## src/rtl/cpc_bus_pkg.sv

```systemverilog
//------------------------------------------------------------------------------
// Module      : cpc_bus_pkg
// Description : Shared encodings and constants for the CPC Z80 bus master.
// Revision    : 1.0 - initial release
//------------------------------------------------------------------------------
`default_nettype none

package cpc_bus_pkg;

  typedef enum logic [1:0] {
    CMD_MEM_RD = 2'b00,
    CMD_MEM_WR = 2'b01,
    CMD_IO_WR  = 2'b10,
    CMD_RSVD   = 2'b11
  } cmd_type_e;

  typedef enum logic [2:0] {
    ST_IDLE = 3'd0,
    ST_T1   = 3'd1,
    ST_T2   = 3'd2,
    ST_TW   = 3'd3,
    ST_T3   = 3'd4
  } state_e;

  // Gate-array bank select: I/O write with A15 low and data tag 11 in bits 7:6
  localparam logic       BANK_ADR15   = 1'b0;
  localparam logic [1:0] BANK_SEL_TAG = 2'b11;

  localparam logic [7:0] WAIT_LIMIT = 8'd255;

  function automatic logic is_bank_select(input logic adr15, input logic [7:0] data);
    return (adr15 == BANK_ADR15) && (data[7:6] == BANK_SEL_TAG);
  endfunction

endpackage

`default_nettype wire

```

## src/rtl/cpc_wait_timer.sv

```systemverilog
//------------------------------------------------------------------------------
// Module      : cpc_wait_timer
// Description : Counts wait states of one bus cycle and flags the abort point.
// Revision    : 1.0 - initial release
//------------------------------------------------------------------------------
`default_nettype none

module cpc_wait_timer
  import cpc_bus_pkg::*;
(
  input  logic clk,
  input  logic reset_b,
  input  logic clear,
  input  logic inc,
  output logic abort
);

  logic [7:0] r_count;

  always_ff @(posedge clk or negedge reset_b) begin
    if (!reset_b) begin
      r_count <= 8'd0;
    end else if (clear) begin
      r_count <= 8'd0;
    end else if (inc && (r_count != WAIT_LIMIT)) begin
      r_count <= r_count + 8'd1;
    end
  end

  // Fires in the TW cycle whose increment brings the count to the limit
  assign abort = inc && (r_count == (WAIT_LIMIT - 8'd1));

endmodule

`default_nettype wire

```

## src/rtl/cpc_bus_master.sv

```systemverilog
//------------------------------------------------------------------------------
// Module      : cpc_bus_master
// Description : Command-driven Z80 T-state bus master (mem read/write, I/O
//               write) with wait/abort handling and bank-select shadow.
//               Define CPC_IO_AUTOWAIT_EN for the automatic I/O wait state.
// Revision    : 1.0 - initial release
//------------------------------------------------------------------------------
`default_nettype none

module cpc_bus_master
  import cpc_bus_pkg::*;
(
  input  logic        clk,
  input  logic        reset_b,
  input  logic        cmd_valid,
  output logic        cmd_ready,
  input  logic [1:0]  cmd_type,
  input  logic [15:0] cmd_addr,
  input  logic [7:0]  cmd_data,
  output logic        rsp_valid,
  output logic [7:0]  rsp_data,
  output logic        rsp_err,
  output logic [15:0] adr,
  output logic [7:0]  dout,
  output logic        dout_oe,
  input  logic [7:0]  din,
  output logic        mreq_b,
  output logic        iorq_b,
  output logic        rd_b,
  output logic        wr_b,
  output logic        ramrd_b,
  input  logic        wait_b,
  output logic [5:0]  bank_shadow
);

  state_e    r_state;
  cmd_type_e r_type;
  cmd_type_e w_cmd_type;
  logic      w_accept;
  logic      w_tmr_clear;
  logic      w_tmr_inc;
  logic      w_tmr_abort;
  logic      w_bank_hit;
  logic      w_force_tw;

  assign w_cmd_type  = cmd_type_e'(cmd_type);
  assign w_accept    = cmd_valid & cmd_ready;
  assign w_tmr_clear = (r_state == ST_T1);
  assign w_tmr_inc   = (r_state == ST_TW);
  assign w_bank_hit  = (r_type == CMD_IO_WR) && is_bank_select(adr[15], dout);

`ifdef CPC_IO_AUTOWAIT_EN
  assign w_force_tw = (r_type == CMD_IO_WR);
`else
  assign w_force_tw = 1'b0;
`endif

  cpc_wait_timer u_wait_timer (
    .clk     (clk),
    .reset_b (reset_b),
    .clear   (w_tmr_clear),
    .inc     (w_tmr_inc),
    .abort   (w_tmr_abort)
  );

  always_ff @(posedge clk or negedge reset_b) begin
    if (!reset_b) begin
      r_state     <= ST_IDLE;
      r_type      <= CMD_MEM_RD;
      cmd_ready   <= 1'b0;
      rsp_valid   <= 1'b0;
      rsp_data    <= 8'd0;
      rsp_err     <= 1'b0;
      adr         <= 16'd0;
      dout        <= 8'd0;
      dout_oe     <= 1'b0;
      mreq_b      <= 1'b1;
      iorq_b      <= 1'b1;
      rd_b        <= 1'b1;
      wr_b        <= 1'b1;
      ramrd_b     <= 1'b1;
      bank_shadow <= 6'd0;
    end else begin
      rsp_valid <= 1'b0;
      rsp_err   <= 1'b0;
      case (r_state)
        ST_IDLE: begin
          cmd_ready <= 1'b1;
          if (w_accept) begin
            if (w_cmd_type == CMD_RSVD) begin
              rsp_valid <= 1'b1;
              rsp_err   <= 1'b1;
            end else begin
              r_state   <= ST_T1;
              cmd_ready <= 1'b0;
              r_type    <= w_cmd_type;
              adr       <= cmd_addr;
              if (w_cmd_type != CMD_MEM_RD) begin
                dout    <= cmd_data;
                dout_oe <= 1'b1;
              end
            end
          end
        end

        ST_T1: begin
          r_state <= ST_T2;
          mreq_b  <= (r_type == CMD_IO_WR);
          iorq_b  <= (r_type != CMD_IO_WR);
          rd_b    <= (r_type != CMD_MEM_RD);
          ramrd_b <= (r_type != CMD_MEM_RD);
          wr_b    <= (r_type != CMD_IO_WR);
        end

        ST_T2: begin
          r_state <= (w_force_tw || !wait_b) ? ST_TW : ST_T3;
          // Memory writes assert wr_b one T-state later than I/O writes
          if (r_type != CMD_MEM_RD) begin
            wr_b <= 1'b0;
          end
        end

        ST_TW: begin
          if (w_tmr_abort) begin
            r_state   <= ST_IDLE;
            cmd_ready <= 1'b1;
            rsp_valid <= 1'b1;
            rsp_err   <= 1'b1;
            dout_oe   <= 1'b0;
            mreq_b    <= 1'b1;
            iorq_b    <= 1'b1;
            rd_b      <= 1'b1;
            wr_b      <= 1'b1;
            ramrd_b   <= 1'b1;
          end else if (wait_b) begin
            r_state <= ST_T3;
          end
        end

        ST_T3: begin
          r_state   <= ST_IDLE;
          cmd_ready <= 1'b1;
          dout_oe   <= 1'b0;
          mreq_b    <= 1'b1;
          iorq_b    <= 1'b1;
          rd_b      <= 1'b1;
          wr_b      <= 1'b1;
          ramrd_b   <= 1'b1;
          if (r_type == CMD_MEM_RD) begin
            rsp_valid <= 1'b1;
            rsp_data  <= din;
          end
          if (w_bank_hit) begin
            bank_shadow <= dout[5:0];
          end
        end

        default: begin
          r_state <= ST_IDLE;
        end
      endcase
    end
  end

endmodule

`default_nettype wire

```

## config.mk

```make
export PLATFORM = sky130hd
export DESIGN_NAME = cpc_bus_master
export DESIGN_NICKNAME = d
export VERILOG_FILES = /design/src/rtl/cpc_bus_pkg.sv /design/src/rtl/cpc_wait_timer.sv /design/src/rtl/cpc_bus_master.sv
export SDC_FILE = /design/constraint.sdc
export NUM_CORES = 1
export LEC_CHECK = 0
export CAP_MARGIN = 20
export CORE_UTILIZATION = 30
export CTS_CLUSTER_DIAMETER = 150
export DETAILED_ROUTE_END_ITERATION = 16
export RECOVER_POWER = 100
export SETUP_SLACK_MARGIN = 0.1
export SLEW_MARGIN = 20
export SYNTH_ARGS = -nofsm -noshare
export SYNTH_HDL_FRONTEND = slang
export SYNTH_SLANG_ARGS = --single-unit
export TNS_END_PERCENT = 50
```

## constraint.sdc

```tcl
create_clock -name clk -period 4.4 [get_ports clk]
set_input_delay 1.32 -clock clk [delete_from_list [all_inputs] [get_ports clk]]
set_output_delay 1.32 -clock clk [all_outputs]
set_load 0.02 [all_outputs]
```

# ---- Word-level counts from Yosys, hierarchy flattened
# Cells that the tools add are included.
dict set report classes {
  n_eq_ne 16
  bitwise_logic 3
  n_mux 27
  n_reduce_logical 21
  n_addsub 1
}
# op n
set op_table {}
lappend op_table {{case mux 1 bit (3 select lines)} 6}
lappend op_table {{two-way mux 8 bit} 2}
lappend op_table {{two-way mux 3 bit} 5}
lappend op_table {{!= test 2 bit, second input constant} 6}
lappend op_table {{case mux 3 bit (4 select lines)} 1}
lappend op_table {{two-way mux 1 bit} 11}
lappend op_table {{AND reduction 3 bit} 3}
lappend op_table {{adder 8 x 1 -> 8 bit, second input constant} 1}
lappend op_table {{== test 8 bit, second input constant} 1}
lappend op_table {{!= test 8 bit, second input constant} 1}
lappend op_table {{AND reduction 2 bit} 4}
lappend op_table {{== test 2 bit, second input constant} 3}
lappend op_table {{== test 3 x 2 -> 1 bit, second input constant} 2}
lappend op_table {{nonzero test 2 bit} 3}
lappend op_table {{nonzero test 3 bit} 2}
lappend op_table {{AND reduction 5 bit} 1}
lappend op_table {{logical AND 1 bit} 4}
lappend op_table {{case mux 1 bit (4 select lines)} 1}
lappend op_table {{AND reduction 4 bit} 1}
lappend op_table {{nonzero test 4 bit} 1}
lappend op_table {{== test 3 x 1 -> 1 bit, second input constant} 1}
lappend op_table {{== test 3 bit, second input constant} 1}
lappend op_table {{logical NOT 3 bit} 1}
lappend op_table {{!= test 3 bit, second input constant} 1}
lappend op_table {{4 further kinds} 5}
dict set report word_totals {
  word_cells 83
  inputBits 38
  regBits 59
}

# ---- Depth between registers and ports, before layout
# Gate-level depths: netlist (run 1).
dict set report depth {
  ltp_word 5
  mapped_depth 7
}

# ---- Cells and area by module
# From an unflattened synthesis (run 1), not the netlist that was laid out.
dict set report hier_totals {
  cells_unflattened 204
  hier_area_um2 2636.3
}
# mod cells_per_inst seq_area_each_um2 instances area_each_um2
set modules_own_cells {}
lappend modules_own_cells {cpc_bus_master 153 1281.2 1 2135.8}
lappend modules_own_cells {cpc_wait_timer 51 200.2 1 500.5}

# ---- Worst setup path after synthesis (run 1)
# No wires, ideal clock.
dict set report synth_path {
  path_type {input port to flip-flop}
  startpoint {input port cmd_valid}
  endpoint {register adr[10]}
  setup_slack_ns 1.673
  arrival_ns 2.602
  path_stages 7
  required_time_ns 4.275
  cell_sequence {nand2_1 or4_4 buf_6 nand2b_4 buf_6 buf_12 mux2_4}
}
dict set report synth_via {
  elab_chain_cells 2
}
# element line_no
set synth_lines {}
lappend synth_lines {{start, declared} cpc_bus_master.sv:15} ;# input logic cmd_valid,
lappend synth_lines {{AND 1 bit} cpc_bus_master.sv:47} ;# assign w_accept = cmd_valid & cmd_ready;
lappend synth_lines {{AND reduction 3 bit (no line)} n/a}
lappend synth_lines {{end signal, assigned} cpc_bus_master.sv:97} ;# adr <= cmd_addr;
lappend synth_lines {{end, declared} cpc_bus_master.sv:23} ;# output logic [15:0] adr,
# Every way passes these cells.
# A chain may end at the register's enable or synchronous reset.

# ---- Final worst setup path (run 1)
dict set report layout_path {
  startpoint {input port cmd_valid}
  endpoint {register adr[8]}
}
# Same word-level chain as after synthesis.

==> results of run 1 <==
[critical path: cells and delay by family]
family	cells	cell delay [ps]
and+or+nand+nor	3	1170
buffers and inverters	1	540
muxes	1	480
[flip-flops by register name, summed over array words and instances, names as in the netlist]
name and cells:
adr 16, bank_shadow 6, cmd_ready 1, dout 8
dout_oe 1, iorq_b 1, mreq_b 1, r_state 3
r_type 2, ramrd_b 1, rsp_data 8, rsp_err 1
rsp_valid 1, u_wait_timer.r_count 8, wr_b 1
[how the worst max path moves through the flow]
stage	from	end	slack, ps	cells past startpoint
6_report	cmd_valid	adr[8]	1090	5
5_1_grt	reset_b	dout[3]	860	2
4_1_cts	cmd_valid	dout[1]	1500	5
3_5_place_dp	cmd_valid	dout[7]	1140	5
2_1_floorplan	cmd_valid	adr[10]	1670	7
3_3_place_gp	cmd_valid	dout[4]	1170	5
[cell families after synthesis]
family	after synthesis	share of synthesized area (%)
adders and majority gates	2	0.978
AOI/OAI and AO/OA	29	7.78
xor gates and xnor gates	1	0.342
DFF	59	57.9
buffers and inverters	10	3.18
and+or+nand+nor	48	11.0
muxes	40	18.8
[through the flow]
| step | hold slack, ps | total power, mW |
|---|---|---|
| after global placement | 488 | 2.04 |
| after detailed placement | 494 | 2.05 |
| after global routing | 503 | 2.47 |
| final | 484 | 2.31 |
| after floorplan | 484 | 1.57 |
| after CTS | 507 | 2.50 |
[cell usage after synthesis (all sizes together)]
library cell  instances
mux2i                 2
and3                  3
mux2                 38
clkbuf                2
nor2b                 1
ha                    2
o21bai                2
xnor2                 1
nor3                  3
o22ai                 1
nand2                 9
or4                   2
inv                   2
o31a                  2
nor2                 11
dfrtp                55
nand3                 6
nor3b                 1
a211oi                2
a21oi                 4
o311ai                1
a41oi                 1
a31oi                 5
nor4                  1
a2bb2oi               2
and4b                 2
nand2b                4
a21boi                1
or2                   1
nand4                 2
dfstp                 4
buf                   6
o22a                  3
o21ai                 5
nand3b                2
[where the power goes]
| part | total [mW] | switching (mW) | internal, mW |
|---|---|---|---|
| Clock | 0.429 | 0.192 | 0.237 |
| Sequential | 0.915 | 0.144 | 0.771 |
| Combinational | 0.971 | 0.486 | 0.485 |
| Total | 2.31 | 0.822 | 1.49 |
[per-layer routing]
layer | wire length, um | share of wire [%] | vias to the layer above | track usage (%)
li1 | - | - | 866 | -
met1 | 2290 | 43 | 880 | 16.3
met2 | 2490 | 47 | 59 | 19.8
met3 | 463 | 8.7 | 6 | 6.12
met4 | 80 | 1.5 | 0 | 5.64
met5 | 0 | 0 | - | 0
[area by class of cell]
| type | instances | area, um2 |
|---|---|---|
| Clock buffer | 16 | 170 |
| Sequential cell | 59 | 1480 |
| Timing Repair Buffer | 86 | 842 |
| Multi-Input combinational cell | 120 | 933 |
| Tap cell | 105 | 131 |
| Fill cell | 813 | 4650 |
| Inverter | 2 | 7.51 |
==> results.py, run 1 <==
metrics = {
    "status": {
        "status": "finished with violations",
        "violations": "capacitance limit, slew limit",
    },
    "die": {
        "start_util_pct": 31.1,
        "core_area_um2": 8220,
        "fp.dieH_um": 94.4,
        "dieArea_um2": 8900,
        "die_w_um": 94.4,
        "row_count": 33,
        "io_pins": 85,
    },
    "global_route": {
        "grt_pass1_wl_mm": 8.78,
        "grt.total_usage_pct": 13.2,
        "grt_max_degree": 41,
        "grt_antenna_before_repair": 0,
        "grt-ovfl-total": 0,
        "grt_pass1_vias": 1855,
    },
    "hold_path": {
        "hp-start": "adr[10]",
        "hold_end": "adr[10]",
        "holdPathStages": 1,
        "hold_path.class": "flop to flop",
    },
    "placed_design": {
        "placed_cells": 372,
        "place_ws_ps": 1140,
        "gp_congestion": 0.745,
        "place.port_buffers": 84,
        "dpl_cell_area_um2": 3470,
        "hpwl_mm": 3.83,
    },
    "sta": {
        "max-slew-margin-rel_pct": -39.4,
        "period_share_pct": 75.2,
        "setup_slack_ps": 1090,
        "max_freq_mhz": 302,
        "finalSetupViolCount": 0,
        "worst_pin_slew_ps": 2090,
        "finalClockSkew_ps": 7.18,
        "finalCriticalPeriod_ps": 3310,
        "tns_ps": 0,
        "hold_viol": 0,
        "rsz0062_at_grt": "no",
        "drv_slew": 41,
    },
    "routing": {
        "route.detailed.drc": 0,
        "dr_total_vias": 1811,
        "ant_nets": 0,
        "wl_mm": 5.32,
        "routed_via_density": 4.67,
        "first_iter_violations": 65,
        "dr.pass1.iters": 4,
        "post_drt_wl_per_cell_um": 13.7,
    },
    "clocking": {
        "clk_path_buf_depth": 2,
        "numClockSinks": 59,
        "postCtsSetupRepairBufs": 0,
        "cts_tree": "yes",
        "cts_resized": 0,
        "clk_latency_ps": 330,
        "h-tree-depth": 3,
        "cts_hold_buffers": 0,
        "numCtsBuffers": 9,
        "clk_pin_slew_ps": 60,
        "root_buffer": "clkbuf_8",
    },
    "critical_path": {
        "reg2reg_depth": 4,
        "critical_path_required_ps": 4610,
        "crit-reg2reg-capture": "bank_shadow[2]",
        "path_max_fanout": 17,
        "r2r_start": "r_state[0]",
        "cpPeakStageDelay_ps": 570,
        "critPathArrivalTime_ps": 3520,
        "crit_chain": "dlygate4sd3_1, nand2_1, or4_1, nand2b_1, mux2_1",
        "reg2reg_slack_ps": 1820,
        "path_class": "input pin to flop",
        "crit_path_end_kind": "flop",
        "critPathLaunchType": "input pin",
        "worst_path_max_delay_cell": "nand2b_1",
    },
    "pwr": {
        "vdd_drop_max_mv": 0.330,
        "p_leak_nw": 1.51,
        "pwr_density_cell_nw_per_um2": 649,
    },
    "finish": {
        "drive_gt1_share_pct": 14.8,
        "fin_area_um2": 3570,
        "antenna_cells": 0,
        "finalNonFillerCells": 388,
        "layout_commonest_cell": "dfrtp_1",
        "final_cell_mix": "dfrtp_1, dlygate4sd3_1, clkdlybuf4s50_1",
        "area_growth_pct": 39.4,
        "fin_util_pct": 43.4,
        "finalNetCount": 318,
    },
    "yosys": {
        "ys_seq_area_share_pct": 57.9,
        "synthCells": 189,
        "synth_area_um2": 2560,
        "avgSynthCellArea_um2": 13.5,
        "synthTopCellsByArea": "dfrtp_1, mux2_2, mux2_4",
        "yosysWarnings": 0,
        "syn_nets": 229,
        "netlist.area_leader.share_pct": 53.8,
        "yosysTopAreaCell": "dfrtp_1",
        "ys_types": 42,
        "ys_seq_elements": 59,
    },
    "flow_run": {
        "maxCapViolations": 1,
    },
}
(Power assumes the default switching activity.)
==> run 2: changes to the inputs <==
==> constraint.sdc (replaced) <==
create_clock -name clk -period 3.4 [get_ports clk]
set_input_delay 1.02 -clock clk [delete_from_list [all_inputs] [get_ports clk]]
set_output_delay 1.02 -clock clk [all_outputs]
set_load 0.02 [all_outputs]
==> results.py, run 2 (synthesized netlist as in run 1, its figures left out) <==
metrics = {
    "status": {
        "status": "finished with violations",
        "violations": "capacitance limit",
    },
    "pwr": {
        "p_total_mw": 3.11,
        "power.internal_mw": 2.03,
        "swShare_pct": 34.8,
        "clock_power_share_pct": 21.4,
        "p_leak_nw": 1.54,
        "pwr_density_cell_nw_per_um2": 862,
        "p_switching_mw": 1.08,
        "vdd_drop_max_mv": 0.445,
        "pwr-share-comb_pct": 40.6,
        "pwr-share-seq_pct": 38.0,
    },
    "placed_design": {
        "place_ws_ps": 423,
        "gp_congestion": 0.746,
        "hpwl_mm": 3.85,
        "placed_cells": 371,
        "dpl_cell_area_um2": 3470,
        "place.port_buffers": 84,
    },
    "sta": {
        "finalSetupViolCount": 0,
        "max-slew-margin-rel_pct": 0.125,
        "rsz0062_at_grt": "no",
        "holdWs_ps": 486,
        "max_freq_mhz": 364,
        "period_share_pct": 80.8,
        "hold_viol": 0,
        "finalCriticalPeriod_ps": 2750,
        "finalClockSkew_ps": 8.09,
        "setup_slack_ps": 653,
        "tns_ps": 0,
        "worst_pin_slew_ps": 1500,
        "drv_slew": 0,
    },
    "flow_run": {
        "maxCapViolations": 1,
    },
    "global_route": {
        "grt_pass1_wl_mm": 8.71,
        "grt_antenna_before_repair": 0,
        "grt_pass1_vias": 1788,
        "grt_max_degree": 33,
        "grt-ovfl-total": 0,
        "grt.total_usage_pct": 13.3,
    },
    "clocking": {
        "cts_resized": 0,
        "clk_latency_ps": 340,
        "numCtsBuffers": 9,
        "numClockSinks": 59,
        "cts_hold_buffers": 0,
        "root_buffer": "clkbuf_8",
        "clk_path_buf_depth": 2,
        "postCtsSetupRepairBufs": 0,
        "cts_tree": "yes",
        "h-tree-depth": 3,
        "clk_pin_slew_ps": 70,
    },
    "critical_path": {
        "critPathLaunchType": "input pin",
        "path_max_fanout": 8,
        "critical_path_required_ps": 3620,
        "reg2reg_slack_ps": 900,
        "path_class": "input pin to flop",
        "crit_chain": "dlygate4sd3_1, nand2_1, or4_1, nor2_2, mux2_2",
        "critPathArrivalTime_ps": 2970,
        "r2r_start": "r_state[1]",
        "crit_path_end_kind": "flop",
        "reg2reg_depth": 4,
        "crit-reg2reg-capture": "bank_shadow[2]",
        "worst_path_max_delay_cell": "dlygate4sd3_1",
        "cpPeakStageDelay_ps": 550,
    },
    "finish": {
        "area_growth_pct": 41.1,
        "final_cell_mix": "dfrtp_1, dlygate4sd3_1, clkdlybuf4s50_1",
        "fin_area_um2": 3610,
        "top_register": "adr",
        "finalNetCount": 317,
        "antenna_cells": 0,
        "fill_cells": 778,
        "largest_reg_flops": 16,
        "fin_util_pct": 43.9,
        "layout_commonest_cell": "dfrtp_1",
        "finalNonFillerCells": 387,
        "drive_gt1_share_pct": 17.7,
    },
    "hold_path": {
        "hp-start": "adr[10]",
        "hold_end": "adr[10]",
        "holdPathStages": 1,
        "hold_path.class": "flop to flop",
    },
    "routing": {
        "post_drt_wl_per_cell_um": 13.9,
        "first_iter_violations": 65,
        "wl_mm": 5.39,
        "routed_via_density": 4.67,
        "dr.pass1.iters": 4,
        "ant_nets": 0,
        "route.detailed.drc": 0,
        "dr_total_vias": 1807,
    },
    "die": {
        "core_area_um2": 8220,
        "dieArea_um2": 8900,
        "io_pins": 85,
        "start_util_pct": 31.1,
        "fp.dieH_um": 94.4,
        "die_w_um": 94.4,
        "row_count": 33,
    },
}
-- run 2: cell count changes in the layout (fill, tap and decap cells not counted), sizes merged --
cell	before	now
bufinv	0	1
clkbuf	19	16
clkinv	0	1
-- run 2: layout make-up --
type                            count  area [um2]  area share (%)
Sequential cell                    59        1480            41.0
Multi-Input combinational cell    120         943            26.1
Timing Repair Buffer               85         840            23.3
Clock buffer                       14         173            4.78
Tap cell                          105         131            3.64
Clock inverter                      2        35.0           0.970
Inverter                            2        7.51           0.208
-- run 2: power groups by stage --
stage	Sequential [mW]	Clock (mW)	Combinational [mW]
floorplan	1.47	0	0.567
detailed placement	1.21	0	1.44
global placement	1.21	0	1.43
CTS	1.21	0.689	1.45
global route	1.23	0.719	1.36
finish	1.18	0.665	1.26
-- run 2: worst max-delay path, delay by kind of cell --
kind	cells	cell delay [ps]
simple gates	3	1010
buf+inv	1	550
mux	1	380
-- run 2: worst max path at each step --
stage / start / depth (start not counted) / to / slack, ps
after floorplan: cmd_valid / 7 / adr[10] / 970
after global placement: cmd_valid / 5 / dout[4] / 470
after detailed placement: cmd_valid / 5 / dout[4] / 420
after CTS: cmd_valid / 5 / dout[7] / 800
after global routing: reset_b / 2 / rsp_data[0] / 430
final: cmd_valid / 5 / dout[7] / 650
-- run 2: layer usage --
layer,routed length [um],global-route usage [%],part of all wire (%),vias to the layer above
met5,0,0,0,-
met4,73,4.62,1.4,0
met3,482,7.65,8.9,7
met2,2500,19.6,46,63
met1,2330,16.2,43,868
li1,-,-,-,869
